$ cat src/rtl/tpg_avalon_csr_slave.sv
// Avalon-MM register file for the test pattern generator control path.
// Host writes land in staging registers; live words follow either immediately or at start-of-frame.
module tpg_avalon_csr_slave #(
   parameter int unsigned DW            = 32,
   parameter int unsigned REGS_NUM      = 4,
   parameter int unsigned ADDR_W        = 2,
   parameter bit          COMMIT_ON_SOF = 1'b1,
   parameter logic [REGS_NUM*DW-1:0] RST_VALS = {32'h0000FF03, 32'd600, 32'd800, 32'h00001033}
) (
   input  logic                   clk_i,
   input  logic                   rst_i,
   input  logic [ADDR_W-1:0]      avs_address_i,
   input  logic                   avs_write_i,
   input  logic [DW-1:0]          avs_writedata_i,
   input  logic [DW/8-1:0]        avs_byteenable_i,
   input  logic                   avs_read_i,
   output logic [DW-1:0]          avs_readdata_o,
   output logic                   avs_readdatavalid_o,
   output logic                   avs_waitrequest_o,
   input  logic                   sof_i,
   output logic [REGS_NUM*DW-1:0] word_o,
   output logic [REGS_NUM-1:0]    word_valid_wr_o,
   output logic [REGS_NUM-1:0]    word_valid_rd_o,
   output logic                   commit_pending_o
);

   localparam int unsigned BE_W = DW / 8;

   typedef enum logic {ST_IDLE, ST_RD_RESP} state_t;

   state_t                  state_q;
   logic [DW-1:0]           readdata_q;
   logic                    readdatavalid_q;
   logic [REGS_NUM-1:0]     valid_rd_q;
   logic                    commit_pending_q;

   logic                    wr_accept;
   logic                    rd_accept;
   logic [REGS_NUM-1:0]     wr_hit;
   logic [REGS_NUM-1:0]     rd_hit;
   logic [DW-1:0]           rd_word;
   logic [REGS_NUM-1:0]     dirty_d_vec;
   logic [REGS_NUM-1:0]     valid_wr_vec;
   logic [REGS_NUM*DW-1:0]  staging_flat;
   logic [REGS_NUM*DW-1:0]  word_flat;

   // A simultaneous read is dropped in favour of the write.
   assign wr_accept = (state_q == ST_IDLE) && avs_write_i;
   assign rd_accept = (state_q == ST_IDLE) && avs_read_i && !avs_write_i;

   // Address decode; unmapped addresses hit nothing and read back as zero.
   always_comb begin
      rd_word = '0;
      wr_hit  = '0;
      rd_hit  = '0;
      for (int n = 0; n < int'(REGS_NUM); n++) begin
         if (avs_address_i == ADDR_W'(n)) begin
            rd_word   = staging_flat[n*DW +: DW];
            wr_hit[n] = wr_accept;
            rd_hit[n] = rd_accept;
         end
      end
   end

   for (genvar gi = 0; gi < int'(REGS_NUM); gi++) begin : g_reg
      logic [DW-1:0] stage_q;
      logic [DW-1:0] stage_d;
      logic [DW-1:0] live_q;
      logic          dirty_q;
      logic          dirty_d;
      logic          commit_en;
      logic          pulse_q;

      always_comb begin
         stage_d = stage_q;
         if (wr_hit[gi]) begin
            for (int b = 0; b < int'(BE_W); b++) begin
               if (avs_byteenable_i[b]) begin
                  stage_d[b*8 +: 8] = avs_writedata_i[b*8 +: 8];
               end
            end
         end
      end

      // A write landing on the commit cycle keeps dirty set and waits for the next commit.
      assign commit_en = COMMIT_ON_SOF ? (sof_i & dirty_q) : dirty_q;
      assign dirty_d   = wr_hit[gi] | (dirty_q & ~commit_en);

      always_ff @(posedge clk_i or posedge rst_i) begin
         if (rst_i) begin
            stage_q <= RST_VALS[gi*DW +: DW];
            live_q  <= RST_VALS[gi*DW +: DW];
            dirty_q <= 1'b0;
            pulse_q <= 1'b0;
         end else begin
            stage_q <= stage_d;
            dirty_q <= dirty_d;
            pulse_q <= commit_en;
            if (commit_en) begin
               live_q <= stage_q;
            end
         end
      end

      assign staging_flat[gi*DW +: DW] = stage_q;
      assign word_flat[gi*DW +: DW]    = live_q;
      assign dirty_d_vec[gi]           = dirty_d;
      assign valid_wr_vec[gi]          = pulse_q;
   end

   always_ff @(posedge clk_i or posedge rst_i) begin
      if (rst_i) begin
         state_q         <= ST_IDLE;
         readdata_q      <= '0;
         readdatavalid_q <= 1'b0;
         valid_rd_q      <= '0;
      end else if (state_q == ST_IDLE) begin
         readdatavalid_q <= 1'b0;
         valid_rd_q      <= '0;
         if (rd_accept) begin
            state_q         <= ST_RD_RESP;
            readdata_q      <= rd_word;
            readdatavalid_q <= 1'b1;
            valid_rd_q      <= rd_hit;
         end
      end else begin
         state_q         <= ST_IDLE;
         readdatavalid_q <= 1'b0;
         valid_rd_q      <= '0;
      end
   end

   always_ff @(posedge clk_i or posedge rst_i) begin
      if (rst_i) begin
         commit_pending_q <= 1'b0;
      end else begin
         commit_pending_q <= COMMIT_ON_SOF & (|dirty_d_vec);
      end
   end

   assign avs_readdata_o      = readdata_q;
   assign avs_readdatavalid_o = readdatavalid_q;
   assign avs_waitrequest_o   = rst_i | (state_q == ST_RD_RESP);
   assign word_o              = word_flat;
   assign word_valid_wr_o     = valid_wr_vec;
   assign word_valid_rd_o     = valid_rd_q;
   assign commit_pending_o    = commit_pending_q;

endmodule
$ cat config.mk
export PLATFORM = sky130hd
export DESIGN_NAME = tpg_avalon_csr_slave
export DESIGN_NICKNAME = d
export VERILOG_FILES = /design/src/rtl/tpg_avalon_csr_slave.sv
export SDC_FILE = /design/constraint.sdc
export NUM_CORES = 1
export LEC_CHECK = 0
export CAP_MARGIN = 10
export CORE_AREA = 2 2 145 218
export DETAILED_ROUTE_END_ITERATION = 8
export DIE_AREA = 0 0 147 220
export GPL_TIMING_DRIVEN = 0
export PLACE_DENSITY = 0.69
export SLEW_MARGIN = 0
export SYNTH_ARGS = -nofsm -noshare
export SYNTH_HDL_FRONTEND = slang
export SYNTH_SLANG_ARGS = --single-unit
$ cat constraint.sdc
create_clock -name clk_i -period 23.8 [get_ports clk_i]
set_clock_uncertainty 0.05 [all_clocks]
set_input_delay 7.14 -clock clk_i [delete_from_list [all_inputs] [get_ports clk_i]]
set_output_delay 7.14 -clock clk_i [all_outputs]
set_load 0.005 [all_outputs]
==> results of run 1 <==
-- synthesized netlist by cell type (2+ instances only) --
master	count	share of area, %
sky130_fd_sc_hd__buf_1	5	0.16
sky130_fd_sc_hd__buf_2	19	0.79
sky130_fd_sc_hd__buf_4	4	0.25
sky130_fd_sc_hd__clkbuf_1	12	0.37
sky130_fd_sc_hd__dfrtp_1	258	54
sky130_fd_sc_hd__dfstp_2	44	9.6
sky130_fd_sc_hd__inv_1	7	0.22
sky130_fd_sc_hd__mux2_2	256	24
sky130_fd_sc_hd__mux2i_1	64	5.3
sky130_fd_sc_hd__nand2_1	37	1.2
sky130_fd_sc_hd__nand2b_1	4	0.21
sky130_fd_sc_hd__nand3_1	4	0.17
sky130_fd_sc_hd__nand3b_1	4	0.25
sky130_fd_sc_hd__nor2_1	4	0.12
sky130_fd_sc_hd__nor2_2	12	0.62
sky130_fd_sc_hd__o221ai_1	32	2.3
sky130_fd_sc_hd__o2bb2ai_1	3	0.22
sky130_fd_sc_hd__or3b_2	2	0.15
-- layer usage --
layer	share of wire [%]	wire length, um	vias to the layer above	track usage (%)
li1	-	-	3283	-
met1	41	12960	3820	24.83
met2	51	16300	194	34.76
met3	4.6	1478	60	3.188
met4	3.4	1086	2	7.308
met5	0.041	13	-	0
-- through the flow --
stage	std cells	util [%]	setup slack (ps)	cell area [um^2]	total power, mW
3_5_place_dp	1395	47.97	8211	14700	1.296
2_1_floorplan	777	-	8337	12020	0.9799
5_1_grt	1448	51.40	8161	15750	1.879
3_3_place_gp	1393	47.77	4682	14640	1.283
6_report	1448	51.40	8214	15750	1.785
4_1_cts	1447	51.40	8207	15750	1.807
-- power by group through the flow --
stage          Sequential [mW]  Clock, mW  Combinational, mW
3_5_place_dp             0.819          0              0.477
5_1_grt                  0.832      0.538              0.509
4_1_cts                  0.811      0.516              0.480
3_3_place_gp             0.817          0              0.467
2_1_floorplan            0.794          0              0.186
6_report                 0.809      0.505              0.471
-- cells by family (layout without fill, tap and decap cells) --
logic type,Yosys count,in the layout,synth area share [%]
muxes,320,320,29.31
DFF,302,302,63.34
and+or+nand+nor,72,72,2.936
buffers and inverters,47,312,1.791
AOI/OAI and AO/OA,36,36,2.623
other,0,1,0
-- state kept, by name, summed over array words and instances, names as in the netlist --
signal,cells
avs_readdata_o,32
avs_readdatavalid_o,1
commit_pending_o,1
g.dirty_q,4
g.live_q,128
g.pulse_q,4
g.stage_q,128
word_valid_rd_o,4
-- critical path: cells and delay by family --
kind          cells  cell delay (ps)
buf+inv           2              940
simple gates      1              310
-- final cells by class --
class	instances	area [um^2]	share of cell area, %
Buffer	40	188.9	1.199
Antenna cell	1	2.502	0.01589
Clock inverter	12	211.5	1.342
Multi-Input combinational cell	428	4192	26.61
Sequential cell	302	7612	48.33
Inverter	7	33.78	0.2145
Clock buffer	40	837.1	5.314
Timing Repair Buffer	213	2167	13.76
Tap cell	405	506.7	3.217
-- worst max-delay path by stage --
stage	start	to	slack (ps)	depth (start not counted)
after global placement	rst_i	g_reg[1].live_q[20]	4680	2
final	rst_i	avs_waitrequest_o	8210	3
after global routing	rst_i	avs_waitrequest_o	8160	3
after floorplan	rst_i	avs_readdata_o[0]	8340	1
after detailed placement	rst_i	avs_waitrequest_o	8210	3
after CTS	rst_i	avs_waitrequest_o	8210	3
==> reports/results.txt, run 1 <==
The tools report the category of the worst setup path capture point as an output port. Among all flip-flop cells after synthesis, the most frequent one is sky130_fd_sc_hd__dfrtp_1. Counting distinct cell types in the post-synthesis netlist gives 24.

Synthesis handed over a netlist of 777 instances. The critical path start-end classification was in2out. The worst setup path is launched from an input pin. I/O pin total: 214. Setup repair after global routing left no endpoint under its margin. The final setup violation count was 0; the number of resized instances in the post-cts repair step was 0. Power spread over the standard cell area amounts to 113.3 mW/mm^2. The worst register-to-register path ends at avs_readdata_o[20]. The worst-case vdd ir drop was 0.00007775 V.

The average cell area after synthesis is 15.47 um^2. By instance count, the cell type seen most on the critical path is sky130_fd_sc_hd__clkdlybuf4s50_1. The fraction of layout instances using a drive strength above 1 is 37.33%, and the hold buffer count at CTS is 0.

The number of iterations in the first detailed-routing pass was 4; the synthesis warning total was 0. For the number of H-tree levels, the log shows 1. The critical path goes through clkdlybuf4s50_1 -> or2_2 -> clkdlybuf4s50_1.

The tools report the number of nets in the finished design as 1064. The run gives 2 as the initial antenna violation count. The run gives 7932 as the number of global-route vias before repair. Across all hold checks on the routed design, the worst slack comes to 439.0 ps. The slew of the pin with the lowest slew margin is 994.7 ps, and the post-DP HPWL is 21.44 mm.

The run gives 0.01202 mm^2 as the total standard cell area after synthesis. In the layout the commonest cells are 258 x sky130_fd_sc_hd__dfrtp_1, 256 x sky130_fd_sc_hd__mux2_2, 211 x sky130_fd_sc_hd__clkdlybuf4s50_1, 64 x sky130_fd_sc_hd__mux2i_1, 44 x sky130_fd_sc_hd__dfstp_2. Synthesis inferred 302 register bits. The number of failing hold endpoints at the final stage is 0.

The worst hold path terminates at avs_readdata_o[28]. The net switching fraction of the power works out to 25.86%. The first-pass GRT wire length is 48.64 mm.

For the weighted congestion reported at the end of routability-driven placement, the log shows 0.7536. The final count of pins violating max slew is 0. The clock period could shrink to 15590 ps. The clock network accounts for 28.3% of the total power. For this run, asynchronously set or reset flops after synthesis account for 100.0%.

In the finished design, the share of the clock period the worst path needs comes to 65.49%. The arrival time reported for the critical path endpoint was 8400 ps; the DRC marker count from the first detailed-route iteration was 278. In this run, flip-flops and latches consume 45.3% of the power.

The logs give 0 for the sum of overflow across all layers after global routing and 64.16 MHz for the maximum clock frequency. The wire length per cell after detailed routing is 21.99 um. The routed layout has 7359 vias.

For this design, the slowest cell found on the critical path is sky130_fd_sc_hd__clkdlybuf4s50_1. The run gives 119 as the maximum number of pins on one net before global-route repair. Leaving out fill and tap cells, the most frequent cell in the layout is sky130_fd_sc_hd__dfrtp_1.

Clock-pin slew was measured on the worst setup and hold paths at 60 ps. Input and output buffers added on the ports amount to 211. The tools report the worst relative slew slack as 33.68%. The run gives 39.22% as the initial core utilization. The depth of the worst hold-timing path was 2; the delay of the slowest cell on the worst path was 500 ps. Number of enable-type register cells in the synthesized netlist: 0. The power dissipated by switching net loads came out at 461.6 uW. Across the run, the number of max-cap violations was 0. The logs give 1.324 mW for the cell-internal power and 3 for the maximum number of buffers from clock root to sink. The run gives 6.808 nW as the reported leakage power.

Along the worst path, the maximum fanout reaches 2. The number of vias per cell after detailed routing is 5.082. Wires add up to 31.85 mm. The floorplan has 79 rows.

TritonCTS built the clock tree. The number of antenna-violating nets in the routed design is 0, and the standard cell core area is 0.03064 mm^2. The data required time of the worst path is 16610 ps. The startpoint identified for the worst register-to-register timing path is avs_readdatavalid_o.

The signed area change from the synthesized netlist to the final layout works out to 31.05%. The tightest min-delay check is of the reg2reg type. The later pin in the worst-skew pair is clocked with a latency of 580 ps. The tree is rooted in a sky130_fd_sc_hd__clkbuf_16.

In this run the most critical hold path is launched from avs_readdata_o[28]. The number of nets in the synthesized netlist is 820. The final setup TNS is 0 ps, and the count of fill cells added during filler insertion is 2626. Summing the sequential cell areas from Yosys gives 63.34% of the chip area. For flop-to-flop paths, the worst setup slack is 21640 ps.

In the routed design, unresolved DRC markers number 0. Global routing used 19.83% of the available tracks across all layers. Counting every sink on the clock net gives 302.

The die is 220 um tall. The count of buffers added by post-CTS timing repair for setup is 0. The share of total power dissipated in combinational logic is 26.4%. Buffers inserted during clock tree synthesis total 29.

The worst register-to-register path has a depth of 5. In this run the horizontal extent of the chip is 147 um. The run finished with clean final reports.

The area enclosed by the die boundary came out at 0.03234 mm^2.
No activity file was read; power rests on OpenSTA's default activity.
==> run 2, diff against run 1 <==
PLACE_DENSITY = 0.71   (was 0.69)
clock period = 13.27 ns   (was 23.8 ns; I/O delays follow)
==> reports/results.txt, run 2 (synthesis results as in run 1) <==
In the final timing run, aggregate negative setup slack is 0 ps. The hold path startpoint is avs_readdata_o[19]. The tools report the first-pass GRT wire length as 47.69 mm. The worst register-to-register path has a setup slack of 11090 ps. The tools report the vias after detailed routing as 7389.

The final cycle utilization of the critical path is 69.79%, and the number of antenna-violating nets in the routed design is 0. The cell sitting at the root of the clock tree is a sky130_fd_sc_hd__clkbuf_16. The core region is 0.03064 mm^2. The category of the worst setup path capture point is an output port. The area enclosed by the die boundary was 0.03234 mm^2; the largest fanout on the critical path was 2. Dividing the detail-routed wire length by the instance count gives 21.76 um.

For this run, the post-layout net count is 1064. The run finished with clean final reports. Launching element type of the critical path: an input pin. The longest clock path from root to sink contains 3 buffers.

The critical path goes through clkdlybuf4s50_1 -> or2_2 -> clkdlybuf4s50_1. The slowest library cell on the worst path was sky130_fd_sc_hd__clkdlybuf4s50_1. The number of failing hold endpoints at the final stage was 0; the number of global-route vias before repair was 7886. Total power for the finished layout comes to 3.144 mW. The delay of the slowest cell on the worst path is 500 ps. For the number of H-tree levels, the log shows 1. The most common library cell in the layout ignoring fill and taps is sky130_fd_sc_hd__dfrtp_1. In the layout the commonest cells are 258 x sky130_fd_sc_hd__dfrtp_1, 256 x sky130_fd_sc_hd__mux2_2, 211 x sky130_fd_sc_hd__clkdlybuf4s50_1, 64 x sky130_fd_sc_hd__mux2i_1, 44 x sky130_fd_sc_hd__dfstp_2. The initial utilization of the core area, before any placement, comes to 39.22%. The endpoint identified for the worst register-to-register timing path is avs_readdata_o[21]. For the DRC marker count from the first detailed-route iteration, the log shows 331. The class of the most critical hold timing path is reg2reg. 214 I/O pins were placed. The worst relative slew slack is 27.69%, and the number of cells traversed by the worst register-to-register path is 5.

The total of buffers placed on input and output ports came out at 211. The arrival time reported for the critical path endpoint came out at 5230 ps. Slew of the pin with the lowest slew margin: 1085 ps.

The sum of overflow across all layers after global routing was 0; the maximum number of pins on one net before global-route repair was 131. Across the VDD grid, the largest voltage drop is 0.0001278 V. The depth of the worst hold-timing path works out to 2. TritonCTS built the clock tree. The most frequent cell on the critical path was sky130_fd_sc_hd__clkdlybuf4s50_1. Fill cells in the final layout number 2659. On the final layout, the worst hold slack is 443.0 ps.

The number of iterations in the first detailed-routing pass was 4; the reported leakage power was 6.786 nW. Initial antenna violation count: 0. In this run, post-CTS hold repair placed 0 buffers. In the routed design, unresolved DRC markers number 0.

Derived from the worst setup path, the maximum achievable clock frequency is 108.0 MHz. The clock net in this run drives a total of 302 sinks. After detailed placement, the design holds a cell count of 1395. The logs give 9240 ps for the data required time of the worst path and 79 for the number of cell rows. The run gives 0 as the final count of pins violating max slew. The total wirelength of the detailed-routed design was 31.52 mm.

The critical path start-end classification was in2out. The worst hold path endpoint was avs_readdata_o[19]. Dividing the detail-routed via count by the number of cells gives 5.099. The fraction of layout instances using a drive strength above 1 is 37.45%. After clock tree synthesis, the clock-pin slew on the worst setup and hold paths is 60 ps.

Measured along the x axis, the die boundary spans 147 um. Post-CTS timing repair inserted 0 buffers for setup. 0 antenna diodes ended up in the layout. The run gives 560 ps as the clock latency on the worst-skew pair.

Setup violations remaining at the end of the flow were counted as 0. The post-DP HPWL is 21.68 mm. Setup repair after global routing left no endpoint under its margin. Clock tree synthesis inserted a total of 29 buffers. Gates resized during post-CTS repair numbered 0. In the global route stage, overall resource usage came out at 19.45%. The startpoint identified for the worst register-to-register timing path is avs_readdatavalid_o.

The power density normalized to cell area works out to 200.5 mW/mm^2. In this run the vertical extent of the chip is 220 um. The finished layout holds 1449 standard cells, fillers aside.

In this design, the largest share of critical-path delay is due to buffers and inverters. The minimum clock period after layout is 9261 ps. Compared with the post-synthesis result, the final layout area differs by 30.46%. The weighted congestion reported at the end of routability-driven placement was 0.7430; the buffer and inverter count on the worst path was 2. Cells fill 51.17% of the core in the end.

The number of maximum-capacitance constraint violations came out at 0.
-- run 2: cell types whose count changed in the layout (fill, tap and decap cells not counted), sizes merged --
cell      previous run  this run
bufinv               5         1
clkbuf              52        56
clkinv               2         5
clkinvlp             3         2
diode                1         0
-- run 2: power breakdown --
group	total [mW]	leakage, nW	internal (mW)	switching [mW]
sequential	1.45	3.63	1.25	0.202
clock	0.846	0.484	0.483	0.362
combinational	0.844	2.67	0.582	0.262
-- run 2: worst max-delay path by stage --
stage / from / endpoint / depth (start not counted)
final: rst_i / avs_waitrequest_o / 3
after global routing: rst_i / avs_waitrequest_o / 3
after CTS: rst_i / avs_waitrequest_o / 3
after detailed placement: rst_i / avs_waitrequest_o / 3
after global placement: rst_i / g_reg[1].live_q[24] / 2
after floorplan: rst_i / avs_readdata_o[0] / 1
-- run 2: through the flow --
| step | instance area [um^2] | setup slack [ps] |
|---|---|---|
| final | 15680 | 4009 |
| after global placement | 14640 | -2697 |
| after CTS | 15680 | 4002 |
| after floorplan | 12020 | 965.9 |
| after detailed placement | 14700 | 4002 |
| after global routing | 15680 | 3957 |
-- run 2: metal layers --
metal  GRT usage (%)  up-vias  routed length [um]
met1           23.53     3870               12560
met3           2.899       63                1405
met5               0        -                   0
li1                -     3276                   -
met2           35.10      180               16400
met4           7.372        0                1162
-- run 2: worst reg2reg max path, cell delays in order, from the launching register on --
cell	delay (ps)
sky130_fd_sc_hd__dfrtp_1	530
sky130_fd_sc_hd__or3b_2	510
sky130_fd_sc_hd__buf_2	220
sky130_fd_sc_hd__clkbuf_1	410
sky130_fd_sc_hd__nand2_1	190
sky130_fd_sc_hd__o221ai_1	120
-- run 2: final cells by class --
type	instances	area (um^2)	area share [%]
flip-flops and latches	302	7612	48.55
multi-input cells	428	4192	26.73
repair buffers	213	2167	13.82
clock buffers	44	892.1	5.689
well taps	405	506.7	3.232
plain buffers	40	188.9	1.205
clock inverters	10	87.58	0.5586
inverters	7	33.78	0.2154
==> run 3, diff against run 2 <==
PLACE_DENSITY = 0.69   (was 0.71)
clock period = 8.7 ns   (was 13.27 ns; I/O delays follow)
==> reports/results.txt, run 3 (synthesis results as in run 1) <==
The run finished with clean final reports. For the area enclosed by the die boundary, the log shows 0.03234 mm^2. For the number of resized instances in the post-cts repair step, the log shows 0. The internal portion of the total power is 3.600 mW. The final core utilization is 51.66%. The logs give 30.63% for the worst relative slew slack and 48.18 mm for the first-pass GRT wire length. Walking the worst path, the cells encountered are clkdlybuf4s50_1 -> or2_2 -> clkdlybuf4s50_1. For the number of buffers created by CTS, the log shows 28. The count of buffers added on input and output ports is 211. Data on the critical path arrives at its endpoint at 3810 ps.

The clock latency on the worst-skew pair was 560 ps; the delay of the slowest cell on the worst path was 450 ps. For this design, the CTS-stage hold fixing added 0 buffers. The number of antenna-violating nets in the routed design is 0, and the minimum clock period after layout is 6466 ps. Horizontal die dimension: 147 um. At the pin with the least slew margin, the transition time is 1041 ps.

The floorplan has 79 rows. Maximum number of pins on one net before global-route repair: 44. The most frequent cell on the critical path is sky130_fd_sc_hd__clkdlybuf4s50_1.

The run gives 45.8% as the relative contribution of sequential cells to total power. The class of the most critical hold timing path was reg2reg. Detailed placement ended at an HPWL of 22.22 mm. The fraction of layout instances using a drive strength above 1 is 37.79%. In the layout the commonest cells are 258 x sky130_fd_sc_hd__dfrtp_1, 256 x sky130_fd_sc_hd__mux2_2, 211 x sky130_fd_sc_hd__clkdlybuf4s50_1, 64 x sky130_fd_sc_hd__mux2i_1, 44 x sky130_fd_sc_hd__dfstp_2. The design draws 4.848 mW. Setup repair after global routing left no endpoint under its margin.

The initial antenna violation count is 2, and the DRC marker count from the first detailed-route iteration is 225. The worst setup path is of the in2out kind. The remaining design rule violation count was 0. Net switching is 25.73% of the power. The final setup violation count was 0; the power density normalized to cell area was 306.3 mW/mm^2. The height of the die was 220 um. In this run the power spent charging and discharging nets is 1.248 mW. Summed over all cells, the static leakage comes to 6.842 nW.

On the critical path, the stage with the largest delay is an instance of sky130_fd_sc_hd__clkdlybuf4s50_1. After clock tree synthesis, the clock-pin slew on the worst setup and hold paths is 60 ps. The category of the worst setup path capture point is an output port. Launching element type of the critical path: an input pin.

214 I/O pins were placed. TritonCTS built the clock tree. After layout, the worst path uses 74.32% of the clock period. The tools report the number of H-tree levels as 1.

The final count of pins violating max slew is 0, and the overall routing resource usage is 19.65%. Initial core utilization: 39.22%. For the standard cell core area, the log shows 0.03064 mm^2. The final setup TNS was 0 ps. Leaving out fill and tap cells, the most frequent cell in the layout is sky130_fd_sc_hd__dfrtp_1. Hold timing on the final database bottoms out at a slack of 435.9 ps. The weighted congestion reported at the end of routability-driven placement was 0.7443; the total wirelength of the detailed-routed design was 31.73 mm. Number of nets in the finished design: 1069. After detailed routing, the number of vias per cell comes to 5.087.

The clock passes through at most 3 buffers. Buffers added to address setup during post-CTS repair amount to 0. Across the VDD grid, the largest voltage drop is 0.0002740 V.

Dividing the detail-routed wire length by the instance count gives 21.80 um. In this run, the combinational gates consume 26.6% of the power. Detailed routing inserted a total of 7402 vias. The number of failing hold endpoints at the final stage came out at 0. The logs give 6040 ps for the data required time of the worst path and 7915 for the number of global-route vias before repair. CTS placed an instance of sky130_fd_sc_hd__clkbuf_16 at the clock tree root. The clock drives 302 sinks. The run gives 154.7 MHz as the maximum clock frequency.

Of the total power, the clock network draws 27.6%. The first detailed-routing pass took 4 iterations. The sum of overflow across all layers after global routing was 0; the largest fanout on the critical path was 2. Across the run, the number of max-cap violations was 0. The area growth from synthesis to layout is 31.70%.
run 3: cell types whose count changed in the layout (fill, tap and decap cells not counted), sizes merged:
cell      previous run  this run
buf                 30        36
clkbuf              56        52
bufinv               1         4
clkinv               5         3
clkinvlp             2         4
diode                0         2
inv                  9         8
run 3: final timing paths:
check | startpoint | to | slack, ps | cells past startpoint
worst max-delay path | rst_i | avs_waitrequest_o | 2230 | 3
worst min-delay path | avs_readdata_o[27] | avs_readdata_o[27] | 440 | 2
worst max register to register | avs_readdatavalid_o | avs_readdata_o[5] | 6530 | 5
worst min register to register | avs_readdata_o[27] | avs_readdata_o[27] | 440 | 2
max in group asynchronous | rst_i | g_reg[2].live_q[9] | 5060 | 5
min in group asynchronous | rst_i | g_reg[1].live_q[7] | 2380 | 2
run 3: stage by stage:
step                      worst slack, ps  cell area [um^2]  std cells
after global placement             -91.29             14640       1393
after CTS                            2231             15820       1453
after floorplan                      2061             12020        777
after detailed placement             2233             14800       1401
after global routing                 2222             15830       1454
final                                2234             15830       1455
run 3: final cells by class:
class | instances | area, um^2
fill | 2638 | 14810
sequential | 302 | 7612
multi-input combinational | 428 | 4192
timing repair buffer | 219 | 2272
clock buffer | 40 | 847.1
tap | 405 | 506.7
buffer | 40 | 188.9
clock inverter | 12 | 175.2
inverter | 7 | 30.03
antenna | 2 | 5.005
run 3: power groups by stage:
stage | combinational (mW) | sequential (mW) | clock, mW
after floorplan | 0.508 | 2.17 | 0
after global placement | 1.27 | 2.24 | 0
after detailed placement | 1.30 | 2.25 | 0
after CTS | 1.31 | 2.23 | 1.37
after global routing | 1.39 | 2.28 | 1.43
final | 1.29 | 2.22 | 1.34
run 3: worst max-delay path, delay by kind of cell:
| family | cells | cell delay (ps) |
|---|---|---|
| buf+inv | 2 | 900 |
| simple gates | 1 | 290 |
run 3: per-layer routing:
metal	global-route usage, %	wire length [um]	vias to the layer above
met2	35.57	16640	160
li1	-	-	3299
met1	24.23	12960	3896
met4	6.410	884	0
met5	0	0	-
met3	2.774	1232	47
